$ cat config.mk
export PLATFORM = sky130hd
export DESIGN_NAME = seq_mag_comparator
export DESIGN_NICKNAME = d
export VERILOG_FILES = /design/src/rtl/seq_cmp_pkg.sv /design/src/rtl/seq_mag_comparator_cmp_chunk.sv /design/src/rtl/seq_mag_comparator.sv
export SDC_FILE = /design/constraint.sdc
export NUM_CORES = 1
export LEC_CHECK = 0
export ABC_CLOCK_PERIOD_IN_PS = 3300
export BUFFER_PORTS_ARGS = -buffer_cell sky130_fd_sc_hd__buf_2
export CAP_MARGIN = 25
export CORE_MARGIN = 2
export CORE_UTILIZATION = 56
export CTS_BUF_LIST = sky130_fd_sc_hd__clkbuf_4
export CTS_CLUSTER_DIAMETER = 30
export DETAILED_ROUTE_END_ITERATION = 12
export GPL_TIMING_DRIVEN = 0
export PLACE_DENSITY = 0.91
export SLEW_MARGIN = 10
export SYNTH_ARGS = -nofsm -noshare
export SYNTH_HDL_FRONTEND = slang
export SYNTH_SLANG_ARGS = --single-unit
$ cat constraint.sdc
create_clock -name clk -period 3.3 [get_ports clk]
set_clock_uncertainty 0.2 [all_clocks]
set_input_delay 0.495 -clock clk [delete_from_list [all_inputs] [get_ports clk]]
set_output_delay 0.495 -clock clk [all_outputs]
set_load 0.005 [all_outputs]
$ cat src/rtl/seq_cmp_pkg.sv
// seq_cmp_pkg: FSM state and result encoding shared by the sequential magnitude comparator.
package seq_cmp_pkg;
   typedef enum logic [1:0] {IDLE, RUN, DONE} state_t;
   // Result vector is {eq, lt, gt}
   localparam logic [2:0] RES_EQ = 3'b100;
   localparam logic [2:0] RES_LT = 3'b010;
   localparam logic [2:0] RES_GT = 3'b001;
endpackage

$ cat src/rtl/seq_mag_comparator_cmp_chunk.sv
// cmp_chunk: combinational unsigned compare of one CHUNK-bit slice.
module cmp_chunk #(
   parameter int CHUNK = 4
) (
   input  logic [CHUNK-1:0] x,
   input  logic [CHUNK-1:0] y,
   output logic             lt,
   output logic             gt
);
   assign lt = x < y;
   assign gt = x > y;
endmodule

$ cat src/rtl/seq_mag_comparator.sv
// seq_mag_comparator: MSB-first chunk-serial magnitude compare with early exit.
// Define SEQ_CMP_SIGNED_EN to add the signed_mode port (two's-complement compare).
module seq_mag_comparator
   import seq_cmp_pkg::*;
#(
   parameter int WIDTH = 16,
   parameter int CHUNK = 4
) (
   input  logic             clk,
   input  logic             rst,
   input  logic             in_valid,
   output logic             in_ready,
   input  logic [WIDTH-1:0] a,
   input  logic [WIDTH-1:0] b,
`ifdef SEQ_CMP_SIGNED_EN
   input  logic             signed_mode,
`endif
   output logic             out_valid,
   input  logic             out_ready,
   output logic             eq,
   output logic             lt,
   output logic             gt,
   output logic             busy
);
   localparam int N  = WIDTH / CHUNK;
   localparam int CW = N > 1 ? $clog2(N) : 1;
   state_t           state;
   logic [WIDTH-1:0] sa, sb, cap_a, cap_b;
   logic [CW-1:0]    cnt;
   logic [2:0]       res;
   logic             c_lt, c_gt;
`ifdef SEQ_CMP_SIGNED_EN
   // Flipping the sign bit maps two's complement onto offset binary, so RUN stays unsigned
   assign cap_a = a ^ (WIDTH'(signed_mode) << (WIDTH - 1));
   assign cap_b = b ^ (WIDTH'(signed_mode) << (WIDTH - 1));
`else
   assign cap_a = a;
   assign cap_b = b;
`endif
   cmp_chunk #(.CHUNK(CHUNK)) u_cmp (
      .x (sa[WIDTH-1 -: CHUNK]),
      .y (sb[WIDTH-1 -: CHUNK]),
      .lt(c_lt),
      .gt(c_gt)
   );
   assign in_ready     = state == IDLE;
   assign out_valid    = state == DONE;
   assign busy         = state != IDLE;
   assign {eq, lt, gt} = res;
   always_ff @(posedge clk or posedge rst) begin
      if (rst) begin
         state <= IDLE;
         sa    <= '0;
         sb    <= '0;
         cnt   <= '0;
         res   <= '0;
      end else begin
         case (state)
            IDLE: if (in_valid) begin
               sa    <= cap_a;
               sb    <= cap_b;
               cnt   <= CW'(N - 1);
               state <= RUN;
            end
            RUN: if (c_lt || c_gt) begin
               res   <= c_lt ? RES_LT : RES_GT;
               state <= DONE;
            end else if (cnt == '0) begin
               res   <= RES_EQ;
               state <= DONE;
            end else begin
               sa  <= sa << CHUNK;
               sb  <= sb << CHUNK;
               cnt <= cnt - 1'b1;
            end
            DONE: if (out_ready) begin
               res   <= '0;
               state <= IDLE;
            end
            default: state <= IDLE;
         endcase
      end
   end
endmodule
==> results.md <==
- The run finished with clean final reports.
- The total routed wirelength is 4135 um.
- The ratio of final minimum period to clock period is 69.66%.
- In the routed design, unresolved DRC markers number 0.
- The via count of the first global-routing pass came to 1574.
- In the synthesized netlist the async set-or-reset flop fraction comes to 100.0%.
- The first routing iteration left 41 violations.
- After clock tree synthesis, the clock-pin slew on the worst setup and hold paths is 0.12 ns.
- Counting along the longest clock path gives a buffer depth of 2.
- Once layout is complete, the utilization of the core stands at 68.18%.
- Dividing the synthesized area by the synthesized cell count gives 10.33 um2.
- The worst stage delay on the critical path is 0.37 ns.
- In this run the vertical extent of the chip is 63.81 um.
- Before antenna repair, the detailed router went through 4 iterations.
- The maximum number of pins on one net before global-route repair is 40.
- The cell sitting at the root of the clock tree is a sky130_fd_sc_hd__clkbuf_4.
- Cells with a size suffix above 1 make up 30.29% of the layout.
- The floorplan core area is 3390 um2.
- Net switching is 40.15% of the power.
- The worst setup path is launched from a flip-flop.
- The final design instance area without fill is 2311 um2.
- The per-cell routed wire length is 14.41 um.
- The endpoint of the most critical register-to-register path is sb[10]$_DFFE_PP0P_.
- In this run the power density over the cells is 873.3 nW/um2.
- Sorting the synthesized cells by area gives the leading types as sky130_fd_sc_hd__dfrtp_1, sky130_fd_sc_hd__mux2i_1, sky130_fd_sc_hd__nand3_1.
- At the worst endpoint, the arrival time is 2.39 ns.
- The reported leakage power is 1.227 nW.
- The number of flip-flops and latches in the synthesized netlist is 39.
- In this run the critical register-to-register path is launched from cnt[0]$_DFFE_PP0P_.
- The total number of H-tree levels is 2.
- The net switching power is 0.8104 mW.
- The clock reaches the later pin of the worst-skew pair after 0.36 ns.
- From left edge to right edge, the die measures 63.81 um.
- In this run the worst path has a maximum fanout of 10.
- Setup repair after global routing left no endpoint under its margin.
- Counting I/O delays and the setup requirement, the final critical path takes 2.299 ns.
- STA puts the critical path data required time at 3.39 ns.
- The number of nets with antenna violations after routing is 0.
- After detailed routing, the number of vias per cell comes to 5.470.
- The number of antenna violations at the first check in global routing is 0.
- At the pin with the least slew margin, the transition time is 0.7908 ns.
- For the worst flop-to-flop path, the logic depth is 9.
- The class of the worst hold path is in2async.
- The maximum clock frequency is 435.0 MHz.
- By instance count, the cell type seen most on the critical path is sky130_fd_sc_hd__buf_6.
- The category of the critical setup timing path is reg2reg.
- Hold repair after CTS inserted 0 buffers.
- The sequential fraction of the synthesis area is 48.72%.
- Traced cell by cell, the critical path runs through inv_1 -> ha_1 -> or3b_1 -> a311o_1 -> buf_6 -> and2_4 -> buf_6 -> buf_8 -> o21ai_2.
- The detailed placer's ending HPWL is 3043 um.
- The post-synthesis cell area is 2003 um2.
- By count the netlist is led by sky130_fd_sc_hd__dfrtp_1, sky130_fd_sc_hd__nand3_1, sky130_fd_sc_hd__mux2i_1, sky130_fd_sc_hd__nand2_1, sky130_fd_sc_hd__o21ai_2.
- The tree built by TritonCTS fans out to 39 sinks.
- In the synthesized netlist, the number of instances is 194.
- The most instantiated flip-flop cell in the synthesis netlist is sky130_fd_sc_hd__dfrtp_1.
- In this run the post-CTS setup repair buffer count came out at 0.
- The number of enable-type register cells in the synthesized netlist is 0.
- The slack of the worst reg-to-reg path is 1.00 ns.
- The floorplan step defined a die boundary enclosing 4072 um2.
- sky130_fd_sc_hd__dfrtp_1 is the most common cell in the netlist.
- The layout-stage area growth over the synthesis result is 15.37%.
- In this run the tightest slew margin relative to its limit is 47.20%.
- The number of nets in the synthesized netlist is 235.
- Setup violations remaining at the end of the flow were counted as 0.
- In the final timing run, aggregate negative setup slack is 0 ns.
- Gates resized during post-CTS repair numbered 0.
- The worst setup path is captured at a flip-flop.
- Broken down by cell family, the worst path's largest delay share belongs to simple AND/OR/NAND/NOR gates.
- IR analysis of the VDD net gives a maximum drop of 0.0005091 V.
- Summing all placed instances gives a cell area of 2266 um2.
- For this design, the slowest cell found on the critical path is sky130_fd_sc_hd__or3b_1.
- The number of buffers inserted by port buffering is 41.
- The portion of total power attributed to the clock network is 11.7%.
- The final hold violation count is 0.
- For this run, the post-layout net count is 283.
- Max-cap violations in this run came to 0.
- The TritonCTS clock tree is yes.
- The portion of synthesized cell area occupied by the leading cell type is 48.72%.
- The count of inserted antenna diode cells is 0.
- Detailed routing inserted a total of 1570 vias.
- Global routing finished with a remaining overflow of 0.
- The internal cell power is 1.208 mW.
- Of the total power, combinational logic draws 48.0%.
- In this run, flip-flops and latches consume 40.3% of the power.
- The total number of yosys warnings is 0.
- The count of final max-slew check failures is 0.
- The number of rows created at floorplan is 21.
- The count of different cell masters after synthesis is 29.
- The effective utilization at floorplan is 59.10%.
- The global placement routability congestion is 0.7880.
- The total buffers and inverters traversed by the critical path is 4.
- In the global route stage, overall resource usage came out at 22.75%.
- The number of top-level design ports is 42.
- The first-pass GRT wire length is 7120 um.
- Summed over all instances, the cell type with the most area after synthesis is sky130_fd_sc_hd__dfrtp_1.
- The critical path crosses 9 cells after its start point.
- Buffers inserted during clock tree synthesis total 5.
[worst max path at each step]
stage                             from                  to  slack, ns
finish              cnt[0]$_DFFE_PP0P_  sb[10]$_DFFE_PP0P_       1.00
global route        sb[15]$_DFFE_PP0P_  cnt[1]$_DFFE_PP0P_       0.81
CTS                 cnt[0]$_DFFE_PP0P_  sb[10]$_DFFE_PP0P_       0.99
detailed placement  cnt[0]$_DFFE_PP0P_  sb[10]$_DFFE_PP0P_       1.01
global placement    cnt[0]$_DFFE_PP0P_  sb[12]$_DFFE_PP0P_       1.06
floorplan           cnt[0]$_DFFE_PP0P_  sb[13]$_DFFE_PP0P_       1.19
[power by group through the flow]
| stage | logic, mW | registers (mW) | clock network [mW] |
|---|---|---|---|
| floorplan | 0.764 | 0.793 | 0 |
| CTS | 0.978 | 0.812 | 0.235 |
| global placement | 0.925 | 0.812 | 0 |
| finish | 0.969 | 0.813 | 0.236 |
| detailed placement | 0.976 | 0.824 | 0 |
| global route | 1.09 | 0.840 | 0.259 |
[metrics by stage]
step / total power, mW / setup slack [ns] / hold slack [ns] / instances
2_1_floorplan: 1.558 / 1.188 / 0.2658 / 194
4_1_cts: 2.025 / 0.9934 / 0.1016 / 287
6_report: 2.018 / 1.001 / 0.07639 / 287
5_1_grt: 2.191 / 0.8089 / 0.1078 / 287
3_5_place_dp: 1.800 / 1.014 / 0.2797 / 281
3_3_place_gp: 1.737 / 1.062 / 0.2726 / 281
[cell type report]
cell class	count	area (um2)
Multi-Input combinational cell	130	894.6
Fill cell	276	1079
Tap cell	46	57.56
Timing Repair Buffer	41	205.2
Clock buffer	6	45.04
Buffer	14	91.34
Sequential cell	39	975.9
Inverter	11	41.29
[flip-flops by register name, indices dropped and copies added (netlist names)]
name	cells
cnt	2
res	3
sa	16
sb	16
state	2
[cells by family (layout without fill, tap and decap cells)]
family	count (synthesis)	count (layout)	synth area share, %
AO/OA/AOI/OAI	37	37	14.05
AND/OR/NAND/NOR	64	64	15.49
flip-flops	39	39	48.72
multiplexers	24	24	11.99
adder cells (fa/ha/maj)	5	5	3.123
buffers and inverters	25	72	6.621
[metal layers]
layer | share of wire [%] | vias up | track usage, %
li1 | - | 774 | -
met1 | 43 | 742 | 29.01
met2 | 50 | 47 | 37.24
met3 | 5.4 | 7 | 6.514
met4 | 1.3 | 0 | 7.609
met5 | 0 | - | 0
[placed cells by master, fill, tap and decap left out, drive strengths merged]
| master | instances |
|---|---|
| a21o | 2 |
| a21oi | 3 |
| a311o | 1 |
| a31oi | 2 |
| a32o | 1 |
| and2 | 2 |
| and2b | 1 |
| buf | 47 |
| clkbuf | 14 |
| dfrtp | 39 |
| ha | 5 |
| inv | 11 |
| mux2i | 24 |
| nand2 | 21 |
| nand2b | 1 |
| nand3 | 32 |
| nand4 | 1 |
| nor2 | 2 |
| nor2b | 2 |
| o21ai | 26 |
| o2bb2ai | 2 |
| or2b | 1 |
| or3b | 1 |
(Power assumes the default switching activity.)
